**config.mk**
```make
export PLATFORM = sky130hd
export DESIGN_NAME = tpg_frame_sequencer
export DESIGN_NICKNAME = d
export VERILOG_FILES = /design/src/rtl/tpg_frame_sequencer.sv
export SDC_FILE = /design/constraint.sdc
export NUM_CORES = 1
export LEC_CHECK = 0
export ABC_AREA = 0
export CAP_MARGIN = 5
export CELL_PAD_IN_SITES_DETAIL_PLACEMENT = 0
export CELL_PAD_IN_SITES_GLOBAL_PLACEMENT = 1
export CORE_MARGIN = 2
export CORE_UTILIZATION = 41
export CTS_CLUSTER_SIZE = 14
export DETAILED_ROUTE_END_ITERATION = 8
export GPL_ROUTABILITY_DRIVEN = 0
export HOLD_SLACK_MARGIN = 0.06
export PLACE_DENSITY = 0.82
export SYNTH_ARGS = -nofsm -noshare
export SYNTH_HDL_FRONTEND = slang
export SYNTH_SLANG_ARGS = --single-unit
```
**constraint.sdc**
```tcl
create_clock -name i_clk -period 3.9 [get_ports i_clk]
set_clock_uncertainty 0.2 [all_clocks]
set_input_delay 0.39 -clock i_clk [delete_from_list [all_inputs] [get_ports i_clk]]
set_output_delay 0.39 -clock i_clk [all_outputs]
set_load 0.02 [all_outputs]
```
**src/rtl/tpg_frame_sequencer.sv**
```systemverilog
// Raster timing, frame strobe and frame-aligned pattern-select scheduling for the test pattern generator.
// Optional macro TPG_FRAME_NUMBER_EN adds a free-running 16-bit frame number output.
module tpg_frame_sequencer #(
    parameter int TOTAL_COLUMNS      = 1280,
    parameter int TOTAL_ROWS         = 720,
    parameter int H_FRONT            = 110,
    parameter int H_SYNC             = 40,
    parameter int H_BACK             = 220,
    parameter int V_FRONT            = 5,
    parameter int V_SYNC             = 5,
    parameter int V_BACK             = 20,
    parameter int FRAMES_PER_PATTERN = 60,
    localparam int H_TOTAL = TOTAL_COLUMNS + H_FRONT + H_SYNC + H_BACK,
    localparam int V_TOTAL = TOTAL_ROWS + V_FRONT + V_SYNC + V_BACK,
    localparam int HW      = $clog2(H_TOTAL),
    localparam int VW      = $clog2(V_TOTAL)
) (
    input  logic          i_clk,
    input  logic          i_rst_n,
    input  logic          i_next,
    input  logic          i_auto,
    output logic [HW-1:0] o_hcount,
    output logic [VW-1:0] o_vcount,
    output logic          o_hsync,
    output logic          o_vsync,
    output logic          o_active_draw,
    output logic          o_new_frame,
    output logic [1:0]    o_sel
`ifdef TPG_FRAME_NUMBER_EN
    ,
    output logic [15:0]   o_frame_num
`endif
);

    localparam logic [HW-1:0] H_LAST   = HW'(H_TOTAL - 1);
    localparam logic [VW-1:0] V_LAST   = VW'(V_TOTAL - 1);
    localparam logic [HW-1:0] H_STROBE = HW'(TOTAL_COLUMNS);
    localparam logic [VW-1:0] V_STROBE = VW'(TOTAL_ROWS);
    localparam int HS_START = TOTAL_COLUMNS + H_FRONT;
    localparam int HS_END   = HS_START + H_SYNC;
    localparam int VS_START = TOTAL_ROWS + V_FRONT;
    localparam int VS_END   = VS_START + V_SYNC;
    localparam int FCW      = (FRAMES_PER_PATTERN > 1) ? $clog2(FRAMES_PER_PATTERN) : 1;
    localparam logic [FCW-1:0] FC_LAST = FCW'(FRAMES_PER_PATTERN - 1);

    logic [HW-1:0]  r_hcount;
    logic [VW-1:0]  r_vcount;
    logic           r_hsync;
    logic           r_vsync;
    logic           r_active_draw;
    logic           r_new_frame;
    logic [1:0]     r_sel;
    logic           r_pending;
    logic           r_next_d;
    logic [FCW-1:0] r_frame_cnt;

    logic [HW-1:0]  w_hcount_nxt;
    logic [VW-1:0]  w_vcount_nxt;
    logic           w_hsync_nxt;
    logic           w_vsync_nxt;
    logic           w_active_nxt;
    logic           w_new_frame_nxt;
    logic           w_edge;
    logic           w_advance;

    // Decodes are taken from the next counter values so every registered
    // output lines up with the hcount/vcount shown in the same cycle.
    always_comb begin
        // NOTE: every signal gets a default first so no path can infer a latch.
        w_hcount_nxt    = r_hcount + 1'b1;
        w_vcount_nxt    = r_vcount;
        if (r_hcount == H_LAST) begin
            w_hcount_nxt = '0;
            w_vcount_nxt = (r_vcount == V_LAST) ? '0 : r_vcount + 1'b1;
        end
        w_hsync_nxt     = (int'(w_hcount_nxt) >= HS_START) && (int'(w_hcount_nxt) < HS_END);
        w_vsync_nxt     = (int'(w_vcount_nxt) >= VS_START) && (int'(w_vcount_nxt) < VS_END);
        w_active_nxt    = (int'(w_hcount_nxt) < TOTAL_COLUMNS) && (int'(w_vcount_nxt) < TOTAL_ROWS);
        w_new_frame_nxt = (w_hcount_nxt == H_STROBE) && (w_vcount_nxt == V_STROBE);
    end

    assign w_edge    = i_next & ~r_next_d;
    assign w_advance = r_pending | (i_auto & (r_frame_cnt == FC_LAST));

    always_ff @(posedge i_clk or negedge i_rst_n) begin
        if (!i_rst_n) begin
            r_hcount      <= H_LAST;
            r_vcount      <= V_LAST;
            r_hsync       <= 1'b0;
            r_vsync       <= 1'b0;
            r_active_draw <= 1'b0;
            r_new_frame   <= 1'b0;
        end else begin
            // NOTE: non-blocking assignments so all state updates see pre-edge values.
            r_hcount      <= w_hcount_nxt;
            r_vcount      <= w_vcount_nxt;
            r_hsync       <= w_hsync_nxt;
            r_vsync       <= w_vsync_nxt;
            r_active_draw <= w_active_nxt;
            r_new_frame   <= w_new_frame_nxt;
        end
    end

    // The select only moves on the edge after the strobe, which lies in blanking.
    // An i_next edge arriving with the strobe is held over for the following frame.
    always_ff @(posedge i_clk or negedge i_rst_n) begin
        if (!i_rst_n) begin
            r_sel       <= 2'd0;
            r_pending   <= 1'b0;
            r_next_d    <= 1'b0;
            r_frame_cnt <= '0;
        end else begin
            r_next_d <= i_next;
            if (r_new_frame) begin
                r_pending <= w_edge;
                if (w_advance) begin
                    r_sel <= r_sel + 2'd1;
                end
            end else begin
                r_pending <= r_pending | w_edge;
            end
            if (!i_auto) begin
                r_frame_cnt <= '0;
            end else if (r_new_frame) begin
                r_frame_cnt <= w_advance ? '0 : r_frame_cnt + 1'b1;
            end
        end
    end

`ifdef TPG_FRAME_NUMBER_EN
    logic [15:0] r_frame_num;

    always_ff @(posedge i_clk or negedge i_rst_n) begin
        if (!i_rst_n) begin
            r_frame_num <= 16'd0;
        end else if (r_new_frame) begin
            r_frame_num <= r_frame_num + 16'd1;
        end
    end

    assign o_frame_num = r_frame_num;
`endif

    assign o_hcount      = r_hcount;
    assign o_vcount      = r_vcount;
    assign o_hsync       = r_hsync;
    assign o_vsync       = r_vsync;
    assign o_active_draw = r_active_draw;
    assign o_new_frame   = r_new_frame;
    assign o_sel         = r_sel;

endmodule
```
Word-level counts from Yosys, hierarchy flattened
Cells that the tools add are included.
- bits in registers: 35
- bits in read-only memories: 0
- bits in writable memories: 0
- input port bits: 4
- bits in latches: 0
- memories: 0
- output and inout port bits: 27
- logic and storage cells: 43
- reduce and logical (&&, ||, !) cells: 5
- add/sub/neg operators: 4
- multiplexer cells: 7
- equal/unequal tests: 6
- multiply operators: 0
- divide/modulo/power cells: 0
- bitwise logic cells: 5
- shift-type cells: 0
- order comparisons: 6
- operators by type and width (kind ; count):
    11-bit equality test (second input constant) ; 2
    11-bit < comparator (second input constant) ; 2
    10-bit equality test (second input constant) ; 2
    10-bit < comparator (second input constant) ; 2
    10-bit two-way mux ; 2
    6-bit two-way mux ; 3
    11-bit by 1-bit adder with 11-bit output (second input constant) ; 1
    11-bit >= comparator (second input constant) ; 1
    11-bit two-way mux ; 1
    10-bit by 1-bit adder with 10-bit output (second input constant) ; 1
    10-bit >= comparator (second input constant) ; 1
    6-bit by 1-bit adder with 6-bit output (second input constant) ; 1
    6-bit equality test (second input constant) ; 1
    1-bit logical AND ; 4
    2-bit by 1-bit adder with 2-bit output (second input constant) ; 1
    1-bit AND ; 2
    2-bit by 1-bit != test with 1-bit output (second input constant) ; 1
    1-bit OR ; 2
    2-bit AND reduction ; 1
    1-bit two-way mux ; 1
    1-bit NOT ; 1

Longest topological paths before layout
Gate-level depths: netlist of run 1.
- word-level depth: 6
- depth in mapped cells: 9
- gate-level depth less buffers: 8

Worst setup path after synthesis of run 1
OpenSTA, ideal clock, no wires.
- path kind: reg-to-reg
- from: reg r_hcount[0], in the netlist o_hcount[0]
- to: reg r_new_frame, in the netlist o_new_frame
- setup time: 0.096 ns
- clock period less this slack: 2.914 ns
- arrival time: 2.618 ns
- data required time: 3.604 ns
- buffers on the path: 1
- slack: 0.986 ns
- stages on the path, launching flop included: 9
- cell sequence: dfstp_2 > ha_1 > nand4b_4 > or3_4 > buf_6 > nor4_4 > xnor2_1 > or4b_4 > nor4_2
- word-level cells in the longest chain between the ends: 4
- elaborated cells on any way between the ends: 7
- those cells by class: add/sub (1); eq/ne (3); mux (2); reduce/logical (1)
- ends and longest elaborated chain (item ; line ; source):
    from (decl) ; 46 ; logic [HW-1:0] r_hcount;
    from (signal assigned) ; 95 ; r_hcount <= w_hcount_nxt;
    11-bit by 1-bit adder with 11-bit output / 11-bit equality test (equally long branches) ; 70, 72 ;
    11-bit two-way mux / 10-bit two-way mux (equally long branches) ; 72 ; if (r_hcount == H_LAST) begin
    11-bit equality test / 10-bit equality test (equally long branches) ; 79 ; w_new_frame_nxt = (w_hcount_nxt == H_STROBE) && (w_vcount_nxt == V_STROBE);
    1-bit logical AND (*) ; 79 ;
    named net w_new_frame_nxt ; 62 ; logic w_new_frame_nxt;
    to (signal assigned) ; 100 ; r_new_frame <= w_new_frame_nxt;
    to (decl) ; 51 ; logic r_new_frame;
Mark *: on every way through the listed nets, which the timed path passes. The rest lies on a longest branch.
A chain may end at the register's enable or synchronous reset.

Final worst setup path of run 1
Ends and elaborated chain as after synthesis.

==> metrics.sh, run 1 <==
GRT_UTIL_ALL_LAYERS=0.177
POST_DRT_VIA_CELL_RATIO=5.45
H-TREE-DEPTH=2
REMAINING_DRC_ERRORS=0
SEQ_POWER_SHARE=0.579
POSTSYNTHCELLCOUNT=201
PLACEMENT_ROWS=25
CLKLATENCYLATEPIN_NS=0.28
INTERNAL_POWER_mW=0.495
SYNTH.YOSYS.SEQ_AREA_SHARE=0.457
POSTSYNTHREGISTERBITS=35
HOLD_VIOL=0
WORST_PIN_SLEW_NS=0.470
POWER_SWITCHING_mW=0.134
CP_SLOWEST_CELL='sky130_fd_sc_hd__dfstp_2'
FINAL.FILL_COUNT=431
WORSTSETUPPATHTYPE='reg2reg'
PIN_COUNT_OF_THE_BIGGEST_NET_ENTERING_GLOBAL_ROUTING=36
DR_TOTAL_VIAS=1591
MET2WIRELENGTH_MM=2.00
P_SW_FRAC=0.213
PATH_CELLS='ha_1 -> nand4b_4 -> or3_4 -> o31a_2 -> nor2_1 -> or4b_4 -> nor4_2'
CTS.REPAIR_TIMING.SETUP_BUFFER_COUNT=0
PORT_BUFFERS=30
DRIVE_ABOVE_1_SHARE=0.139
MAXCLOCKFREQUENCY_GHz=0.338
FIN_CRIT_SHARE=0.758
WORST_IR_DROP_VDD_mV=0.108
DATA_REQUIRED_TIME_AT_THE_WORST_ENDPOINT_NS=3.89
HIGHEST_LAYER='met4'
PERIOD_MINUS_SLACK_NS=2.95
ROUTEDWLPERCELL_UM=14.6
CRITPATHARRIVALTIME_NS=2.95
WORST_SLEW_MARGIN_REL=0.684
CPLARGESTDELAYFAMILY='simple AND/OR/NAND/NOR gates'
STATUS='complete, no violations'
YS_FLOP_TYPE='sky130_fd_sc_hd__dfrtp_1'
HPWLAFTERDP_MM=3.12
CTS_SINKS=35
DIODES=0
INITIAL_CELL_DENSITY_OF_THE_CORE=0.419
POWER_DENSITY_nW_PER_UM2=263
RSZ0062_AT_GRT='false'
TRITONCTS.NUM_BUFFERS=5
MOST-COMMON-LAYOUT-CELLS='sky130_fd_sc_hd__clkdlybuf4s50_1, sky130_fd_sc_hd__dfrtp_1, sky130_fd_sc_hd__nor2_1, sky130_fd_sc_hd__nand2_1'
SYNTHDISTINCTLIBCELLS=47
CTS.PATH.MAX_BUFFERS=2
CELLLEAKAGEPOWER_nW=0.983
DIE-AREA_UM2=5330
SYNTH_FP_NETS=210
TOP_LEVEL_PORTS=31
FLOW.AREA_GROWTH_FROM_SYNTHESIS_PCT=22.8
COMB_POWER_SHARE=0.020
CTSROOTBUFFERMASTER='sky130_fd_sc_hd__clkbuf_8'
FIRST_PASS_GRT_WIRE_LENGTH_MM=7.25
TNS_NS=0
KIND_OF_PATH_BEHIND_THE_TIGHTEST_HOLD_CHECK='reg2reg'
DETAILEDROUTE.FIRSTPASSITERATIONCOUNT=4
DP_CELLS=284
GRT-OVFL-TOTAL=0
SHARE_CLK_OF_TOTAL_POWER=0.401
NUMBER_OF_GATES_RESIZED_AFTER_CTS=0
FINAL_COMMON_CELL='sky130_fd_sc_hd__clkdlybuf4s50_1'
MET3_WIRELENGTH_UM=132
WORSTPATHMAXFANOUT=12
DESIGN.FINAL.NETS=246
HOLD_SLACK_NS=0.217
NUMBER_OF_SYNTHESIZED_FLOPS_WITH_AN_ENABLE_PIN=0
SYNTH-WARNING-COUNT=0
ROUTE.ANTENNA.REMAINING_NETS=0
FINALNONFILLERCELLS=292
WORSTSETUPSTARTPOINTTYPE='register'
FINAL-SETUP-VIOL-COUNT=0
CAP_VIOLATIONS=0
DIE_H_UM=73.0
DRT_FIRST_ITER_VIOLATIONS=84
TRITONCTS_CLOCK_TREE='yes'
POSTSYNTHAREAPERCELL_UM2=9.70
SYN-CELL-AREA_UM2=1950
FP.DIEW_UM=73.0
ROUTED_METAL_1_WIRELENGTH_MM=2.09
ROUTED_WL_MM=4.27
CLK_PIN_SLEW_WORST_PATHS_NS=0.07
ASYNCSETRESETFLOPFRACSYNTH=1.00
PATH_BUF_INV=0
GRT_ANTENNA_BEFORE_REPAIR=0
GRT_PASS1_VIAS=1560
WORST_PATH_LARGEST_CELL_DELAY_NS=0.59
CTS-HOLD-FIX-BUFFERS=0
DESIGN_POWER_TOTAL_mW=0.629
CRITPATHCAPTURETYPE='register'
CORE_UM2=4660
DRV_SLEW=0
FINISH.UTILIZATION=0.514
## worst register-to-register path, stage by stage, from the launching register on
cell and delay (ns):
sky130_fd_sc_hd__dfstp_2 0.59, sky130_fd_sc_hd__ha_1 0.21, sky130_fd_sc_hd__nand4b_4 0.13, sky130_fd_sc_hd__or3_4 0.47, sky130_fd_sc_hd__o31a_2 0.38, sky130_fd_sc_hd__nor2_1 0.14
sky130_fd_sc_hd__or4b_4 0.50, sky130_fd_sc_hd__nor4_2 0.24
## per-layer routing
layer  vias to the layer above  global-route usage
met1                       765               0.236
met2                        28               0.288
met5                         -                   0
met3                         4              0.0414
met4                         0              0.0535
li1                        794                   -
## final timing paths
check	startpoint	endpoint	slack (ns)	cells after the start
worst min register to register	r_next_d	r_pending	0.22	1
worst min-delay path	r_next_d	r_pending	0.22	1
worst max-delay path	o_hcount[0]	o_new_frame	0.95	7
min in group asynchronous	i_rst_n	o_sel[1]	0.31	2
max in group asynchronous	i_rst_n	o_hcount[9]	2.85	2
worst max register to register	o_hcount[0]	o_new_frame	0.95	7
## power groups by stage
| stage | logic [mW] | registers, mW | clock network, mW |
|---|---|---|---|
| floorplan | 0.00133 | 0.371 | 0 |
| global placement | 0.0132 | 0.371 | 0 |
| detailed placement | 0.0133 | 0.371 | 0 |
| CTS | 0.0133 | 0.364 | 0.263 |
| global route | 0.0148 | 0.364 | 0.278 |
| finish | 0.0124 | 0.364 | 0.252 |
## cells by family (layout without fill, tap and decap cells)
logic type,count (synthesis),count (layout),synth area share
multiplexers,3,3,0.0167
adder cells (fa/ha/maj),5,5,0.0321
flip-flops,35,35,0.457
XOR/XNOR,13,13,0.0584
buffers and inverters,16,53,0.0346
AND/OR/NAND/NOR,91,91,0.276
AO/OA/AOI/OAI,38,38,0.125
## synthesized netlist by cell type (2+ instances only)
| library cell | n | area (µm²) |
|---|---|---|
| sky130_fd_sc_hd__clkbuf_1 | 2 | 7.51 |
| sky130_fd_sc_hd__dfrtp_1 | 22 | 551 |
| sky130_fd_sc_hd__nand3_1 | 12 | 60.1 |
| sky130_fd_sc_hd__o31a_2 | 3 | 30.0 |
| sky130_fd_sc_hd__mux2_2 | 2 | 22.5 |
| sky130_fd_sc_hd__xor2_1 | 7 | 61.3 |
| sky130_fd_sc_hd__nand4_1 | 7 | 43.8 |
| sky130_fd_sc_hd__nor4_1 | 3 | 18.8 |
| sky130_fd_sc_hd__a21oi_1 | 11 | 55.1 |
| sky130_fd_sc_hd__inv_1 | 13 | 48.8 |
| sky130_fd_sc_hd__nor3b_1 | 2 | 15.0 |
| sky130_fd_sc_hd__nand2b_1 | 4 | 25.0 |
| sky130_fd_sc_hd__dfstp_2 | 13 | 342 |
| sky130_fd_sc_hd__nor3_1 | 4 | 20.0 |
| sky130_fd_sc_hd__xnor2_1 | 6 | 52.6 |
| sky130_fd_sc_hd__and3_1 | 4 | 25.0 |
| sky130_fd_sc_hd__nor2_1 | 21 | 78.8 |
| sky130_fd_sc_hd__nand3b_1 | 2 | 15.0 |
| sky130_fd_sc_hd__or3_1 | 4 | 25.0 |
| sky130_fd_sc_hd__a31oi_1 | 2 | 12.5 |
| sky130_fd_sc_hd__o21bai_1 | 2 | 15.0 |
| sky130_fd_sc_hd__ha_1 | 5 | 62.6 |
| sky130_fd_sc_hd__nand4b_1 | 3 | 26.3 |
| sky130_fd_sc_hd__nand2_1 | 14 | 52.6 |
| sky130_fd_sc_hd__o31ai_1 | 2 | 15.0 |
| sky130_fd_sc_hd__o21ai_0 | 10 | 50.1 |
## flip-flops by register name, summed over array words and instances (netlist names)
name and flops:
r_frame_cnt 6, o_new_frame 1, o_vcount 10, r_pending 1
o_active_draw 1, r_next_d 1, o_hcount 11, o_vsync 1
o_hsync 1, o_sel 2
## through the flow
step                area [µm²]  worst slack (ns)
CTS                       2390             0.928
global route              2390             0.791
floorplan                 1950             0.986
finish                    2390             0.945
detailed placement        2310             0.954
global placement          2310              1.02
## final cells by class
class                   instances  area [µm²]  share of cell area
well taps                      54        67.6              0.0282
flip-flops and latches         35         892               0.373
multi-input cells             150         991               0.414
inverters                      13        48.8              0.0204
repair buffers                 32         315               0.132
clock buffers                   8        80.1              0.0334
No activity file was read; power rests on OpenSTA's default activity.
==> inputs of run 2 (changes only) <==
CORE_UTILIZATION = 37   (was 41)
PLACE_DENSITY = 0.79   (was 0.82)
clock period = 2.5 ns   (was 3.9 ns; I/O delays follow)
==> run 2 against run 1 <==
  * Combinational power increased by 56%
  * Global-route usage increased by 0.44 points
  * Critical path depth increased by 1
  * Flip-flop and latch count unchanged
  * Cell count increased by 17%
  * Highest routed layer unchanged
  * Sequential power increased by 56%
  * Register-to-register slack got worse by 1.1 ns
  * Clock power increased by 110%
  * The flow now finishes with violations (negative setup slack)
  * Design area increased by 19%
  * Power increased by 79%
  * Largest cell class unchanged
==> metrics.sh, run 2 (synthesis gave the netlist of run 1 again) <==
STATUS='complete, but fails checks'
FAILED_CHECKS='negative setup slack'
MAXCLOCKFREQUENCY_GHz=0.374
MAX_FFS_PER_REGISTER=11
TNS_NS=-0.316
POWER_DENSITY_nW_PER_UM2=393
FINALNONFILLERCELLS=341
CTSROOTBUFFERMASTER='sky130_fd_sc_hd__clkbuf_8'
DR_TOTAL_VIAS=1753
WORST_IR_DROP_VDD_mV=0.204
WORSTPATHMAXFANOUT=4
FP.DIEW_UM=76.6
CRITICAL_PATH_ORIGIN='o_hcount[0]'
FINAL-SETUP-VIOL-COUNT=3
FINAL_COMMON_CELL='sky130_fd_sc_hd__buf_4'
WORST_PATH_LARGEST_CELL_DELAY_NS=0.59
CAP_VIOLATIONS=0
CRIT_PATH_FREQUENT_CELL='sky130_fd_sc_hd__nor4_4'
PATH_CELLS='ha_4 -> nand4b_4 -> or3_4 -> buf_6 -> nor4_4 -> xnor2_2 -> or4b_4 -> nor4_4'
PORT_BUFFERS=30
CRITPATHARRIVALTIME_NS=2.68
HOLD_VIOL=0
HPWLAFTERDP_MM=3.54
FIN_CRIT_SHARE=1.07
WORST_SLEW_MARGIN_REL=0.677
SHARE_CLK_OF_TOTAL_POWER=0.478
GRT_ANTENNA_BEFORE_REPAIR=0
WORSTSETUPSTARTPOINTTYPE='register'
PIN_COUNT_OF_THE_BIGGEST_NET_ENTERING_GLOBAL_ROUTING=36
PLACEMENT_ROWS=26
GRT_UTIL_ALL_LAYERS=0.182
POST_DRT_VIA_CELL_RATIO=5.14
H-TREE-DEPTH=2
MOST-COMMON-LAYOUT-CELLS='sky130_fd_sc_hd__buf_4, sky130_fd_sc_hd__clkdlybuf4s50_1, sky130_fd_sc_hd__dfrtp_1, sky130_fd_sc_hd__nor2_1'
GRT-OVFL-TOTAL=0
DESIGN_POWER_TOTAL_mW=1.12
POWER_SWITCHING_mW=0.229
CLKLATENCYLATEPIN_NS=0.30
INITIAL_CELL_DENSITY_OF_THE_CORE=0.382
DIODES=0
P_SW_FRAC=0.203
FIRST_PASS_GRT_WIRE_LENGTH_MM=8.41
REMAINING_DRC_ERRORS=0
PERIOD_MINUS_SLACK_NS=2.68
DIE_H_UM=76.6
ROUTEDWLPERCELL_UM=14.9
TOP_LEVEL_PORTS=31
ROUTE.ANTENNA.REMAINING_NETS=0
CLK_PIN_SLEW_WORST_PATHS_NS=0.07
GRT_PASS1_VIAS=1713
CELLLEAKAGEPOWER_nW=1.20
DIE-AREA_UM2=5870
TRITONCTS_CLOCK_TREE='yes'
TRITONCTS.NUM_BUFFERS=5
CORE_UM2=5110
DESIGN.FINAL.NETS=279
SEQ_POWER_SHARE=0.505
LAYOUT_SETUP_WS_NS=-0.175
CRITPATHCAPTURETYPE='register'
WORST_PIN_SLEW_NS=0.484
CRIT-REG2REG-LAUNCH='o_hcount[0]'
CP_SLOWEST_CELL='sky130_fd_sc_hd__or4b_4'
DP_CELLS=329
DRT_FIRST_ITER_VIOLATIONS=106
KIND_OF_PATH_BEHIND_THE_TIGHTEST_HOLD_CHECK='in2async'
INTERNAL_POWER_mW=0.896
FLOW.AREA_GROWTH_FROM_SYNTHESIS_PCT=46.6
DRIVE_ABOVE_1_SHARE=0.325
DRV_SLEW=0
WORSTSETUPPATHTYPE='reg2reg'
ROUTED_WL_MM=5.07
DETAILEDROUTE.FIRSTPASSITERATIONCOUNT=4
CTS.PATH.MAX_BUFFERS=2
FINAL.FILL_COUNT=474
COMB_POWER_SHARE=0.017
CTS_SINKS=35
DATA_REQUIRED_TIME_AT_THE_WORST_ENDPOINT_NS=2.51
RSZ0062_AT_GRT='true'
==> run 2: cell types whose count changed in the layout (fill, tap and decap cells not counted), sizes merged <==
cell    before  now
buf          2   35
bufinv       0    1
clkbuf       8    6
clkinv       0    1
==> run 2: path summary, 6_finish.rpt <==
path	cells past startpoint	slack, ns	end
setup / recovery	8	-0.18	o_new_frame
hold / removal	2	0.16	r_pending
setup reg to reg	8	-0.18	o_new_frame
hold reg to reg	1	0.21	r_pending
max in group asynchronous	2	1.60	o_vcount[7]
min in group i_clk	1	0.21	r_pending
==> run 2: what timing repair did <==
action,CTS,global route
hold buffers,0,0
setup buffers,5,1
pin swaps,5,6
endpoints found under the setup margin,4,6
resized for setup,12,16
==> run 2: power groups by stage <==
stage	registers, mW	clock network, mW	logic (mW)
6_report	0.568	0.538	0.0193
5_1_grt	0.568	0.577	0.0229
4_1_cts	0.568	0.546	0.0205
3_5_place_dp	0.578	0	0.0207
3_3_place_gp	0.578	0	0.0203
2_1_floorplan	0.578	0	0.00207
==> run 2: cell type report <==
| class | count | area, µm² | share of cell area |
|---|---|---|---|
| well taps | 70 | 87.6 | 0.0306 |
| clock buffers | 6 | 82.6 | 0.0289 |
| inverters | 13 | 48.8 | 0.0171 |
| multi-input cells | 150 | 1140 | 0.398 |
| clock inverters | 2 | 35.0 | 0.0123 |
| repair buffers | 65 | 574 | 0.201 |
| flip-flops and latches | 35 | 892 | 0.312 |
==> run 2: per-stage QoR <==
| stage | area (µm²) | hold WS [ns] | util | setup WS (ns) |
|---|---|---|---|---|
| 5_1_grt | 2860 | 0.194 | 0.560 | -0.251 |
| 4_1_cts | 2800 | 0.181 | 0.547 | -0.130 |
| 6_report | 2860 | 0.160 | 0.560 | -0.175 |
| 3_5_place_dp | 2580 | 0.209 | 0.505 | -0.178 |
| 3_3_place_gp | 2580 | 0.201 | 0.505 | -0.0800 |
| 2_1_floorplan | 1980 | -0.246 | - | -0.176 |
==> run 2: worst max-delay path, delay by kind of cell, from the launching register on <==
kind	cells	cell delay, ns
adder cells (fa/ha/maj)	1	0.14
XOR/XNOR	1	0.12
buffers and inverters	1	0.14
flip-flops	1	0.55
AND/OR/NAND/NOR	5	1.44
==> run 2: layer usage <==
layer / vias to the layer above / GRT usage / wire (µm)
met1: 848 / 0.242 / 2450
met2: 32 / 0.286 / 2370
li1: 865 / - / -
met3: 8 / 0.0438 / 152
met5: - / 0 / 0
met4: 0 / 0.0709 / 93
==> inputs of run 3 (changes only) <==
REMOVE_ABC_BUFFERS = 1   (was unset)
==> run 3 against run 2 <==
  * The run still ends with negative setup slack left
  * Worst hold slack worse by 0.011 ns
  * Sequential power about the same
  * Clock power rose by 15%
  * Die area did not move
  * Design area shrank 2.1%
  * Setup slack improved by 0.083 ns
  * Wire length barely moved
  * Via count grew 0.68%
==> metrics.sh, run 3 (synthesis gave the netlist of run 1 again) <==
CTS_SINKS=35
PORT_BUFFERS=30
POWER_DENSITY_nW_PER_UM2=431
WORSTSETUPSTARTPOINTTYPE='register'
MAXCLOCKFREQUENCY_GHz=0.386
PLACE_WORST_SETUP_SLACK_NS=-0.295
POST_DRT_VIA_CELL_RATIO=5.22
FINAL.FILL_COUNT=469
DRIVE_ABOVE_1_SHARE=0.284
WORST_PATH_LARGEST_CELL_DELAY_NS=0.56
WORST_SLEW_MARGIN_REL=0.688
HPWLAFTERDP_MM=3.60
FINISH.UTILIZATION=0.548
RSZ0062_AT_GRT='true'
DR_TOTAL_VIAS=1765
GRT_PASS1_VIAS=1808
FIN_CRIT_SHARE=1.04
STATUS='complete, but fails checks'
FAILED_CHECKS='negative setup slack'
GRT_UTIL_ALL_LAYERS=0.191
FP.DIEW_UM=76.6
CLKLATENCYLATEPIN_NS=0.29
CP_SLOWEST_CELL='sky130_fd_sc_hd__dfstp_2'
CORE_UM2=5110
FINAL-SETUP-VIOL-COUNT=2
WORSTPATHMAXFANOUT=5
CTS.PATH.MAX_BUFFERS=2
KIND_OF_PATH_BEHIND_THE_TIGHTEST_HOLD_CHECK='in2async'
HOLD_VIOL=0
DRV_SLEW=0
DESIGN.FINAL.NETS=276
MAX_FFS_PER_REGISTER=11
DIODES=0
PIN_COUNT_OF_THE_BIGGEST_NET_ENTERING_GLOBAL_ROUTING=36
ROUTEDWLPERCELL_UM=15.0
CPLARGESTDELAYFAMILY='simple AND/OR/NAND/NOR gates'
HOLD_SLACK_NS=0.150
DRT_FIRST_ITER_VIOLATIONS=58
INITIAL_CELL_DENSITY_OF_THE_CORE=0.382
CTSROOTBUFFERMASTER='sky130_fd_sc_hd__clkbuf_8'
CTS-HOLD-FIX-BUFFERS=0
PATH_CELLS='ha_4 -> nand4b_4 -> or3_4 -> o31a_4 -> nor2_4 -> or4b_4 -> nor4_4'
CAP_VIOLATIONS=0
WORSTSETUPPATHTYPE='reg2reg'
DATA_REQUIRED_TIME_AT_THE_WORST_ENDPOINT_NS=2.50
PATH_BUF_INV=0
TOP_LEVEL_PORTS=31
FINAL_COMMON_CELL='sky130_fd_sc_hd__buf_4'
LAYOUT_SETUP_WS_NS=-0.0918
DIE-AREA_UM2=5870
DIE_H_UM=76.6
WORST_IR_DROP_VDD_mV=0.294
MOST-COMMON-LAYOUT-CELLS='sky130_fd_sc_hd__buf_4, sky130_fd_sc_hd__clkdlybuf4s50_1, sky130_fd_sc_hd__dfrtp_1, sky130_fd_sc_hd__nor2_1'
ROUTED_WL_MM=5.07
CRIT-REG2REG-LAUNCH='o_hcount[0]'
GRT_ANTENNA_BEFORE_REPAIR=0
GRT-OVFL-TOTAL=0
CLK_PIN_SLEW_WORST_PATHS_NS=0.08
H-TREE-DEPTH=2
CELLLEAKAGEPOWER_nW=1.25
TRITONCTS_CLOCK_TREE='yes'
REMAINING_DRC_ERRORS=0
CRITPATHARRIVALTIME_NS=2.59
CRITICAL_PATH_ORIGIN='o_hcount[0]'
TRITONCTS.NUM_BUFFERS=5
PERIOD_MINUS_SLACK_NS=2.59
PLACEMENT_ROWS=26
FIRST_PASS_GRT_WIRE_LENGTH_MM=8.78
WORST_PIN_SLEW_NS=0.467
FLOW.AREA_GROWTH_FROM_SYNTHESIS_PCT=43.4
ROUTE.ANTENNA.REMAINING_NETS=0
DETAILEDROUTE.FIRSTPASSITERATIONCOUNT=4
CRITPATHCAPTURETYPE='register'
[run 3: layer usage]
metal,share of wire,track usage
met1,0.46,0.251
met3,0.041,0.0486
met4,0.012,0.0709
met2,0.49,0.303
met5,0,0
[run 3: worst paths after layout]
| path | end | slack [ns] | cells after the start |
|---|---|---|---|
| max | o_new_frame | -0.09 | 7 |
| max reg2reg | o_new_frame | -0.09 | 7 |
| min in group i_clk | r_next_d | 0.21 | 1 |
| max in group asynchronous | o_hcount[10] | 1.58 | 2 |
| min reg2reg | r_pending | 0.23 | 1 |
| min | r_frame_cnt[5] | 0.15 | 2 |
[run 3: timing repair]
action | 4_1_cts | 5_1_grt
setup endpoints to repair | 5 | 5
pin swaps | 8 | 4
resized for setup | 13 | 6
hold endpoints to repair | 0 | 0
setup buffers | 2 | 0
[run 3: area by class of cell]
class,instances,area [µm²],area share
clock buffer,5,68.8,0.0246
clock inverter,3,67.6,0.0242
inverter,13,48.8,0.0174
multi-input combinational,150,1090,0.389
sequential,35,892,0.319
tap,70,87.6,0.0313
timing repair buffer,62,544,0.195
[run 3: metrics by stage]
step | cell area (µm²) | TNS, ns | cells | total power [mW]
after floorplan | 1930 | -1.58 | 198 | 0.580
after global placement | 2540 | -0.522 | 328 | 0.599
after detailed placement | 2540 | -0.797 | 328 | 0.599
after CTS | 2770 | -0.167 | 338 | 1.22
after global routing | 2800 | -0.476 | 338 | 1.25
final | 2800 | -0.151 | 338 | 1.21
[run 3: where the power goes]
part | leakage (nW) | switching [mW] | total, mW | internal, mW
Sequential | 0.430 | 0.000233 | 0.568 | 0.568
Combinational | 0.753 | 0.0137 | 0.0194 | 0.00569
Clock | 0.0644 | 0.221 | 0.619 | 0.398
[run 3: worst reg2reg max path: stages, from the launching register on]
cell,delay (ns)
sky130_fd_sc_hd__dfstp_2,0.56
sky130_fd_sc_hd__ha_4,0.14
sky130_fd_sc_hd__nand4b_4,0.09
sky130_fd_sc_hd__or3_4,0.43
sky130_fd_sc_hd__o31a_4,0.36
sky130_fd_sc_hd__nor2_4,0.08
sky130_fd_sc_hd__or4b_4,0.49
sky130_fd_sc_hd__nor4_4,0.14
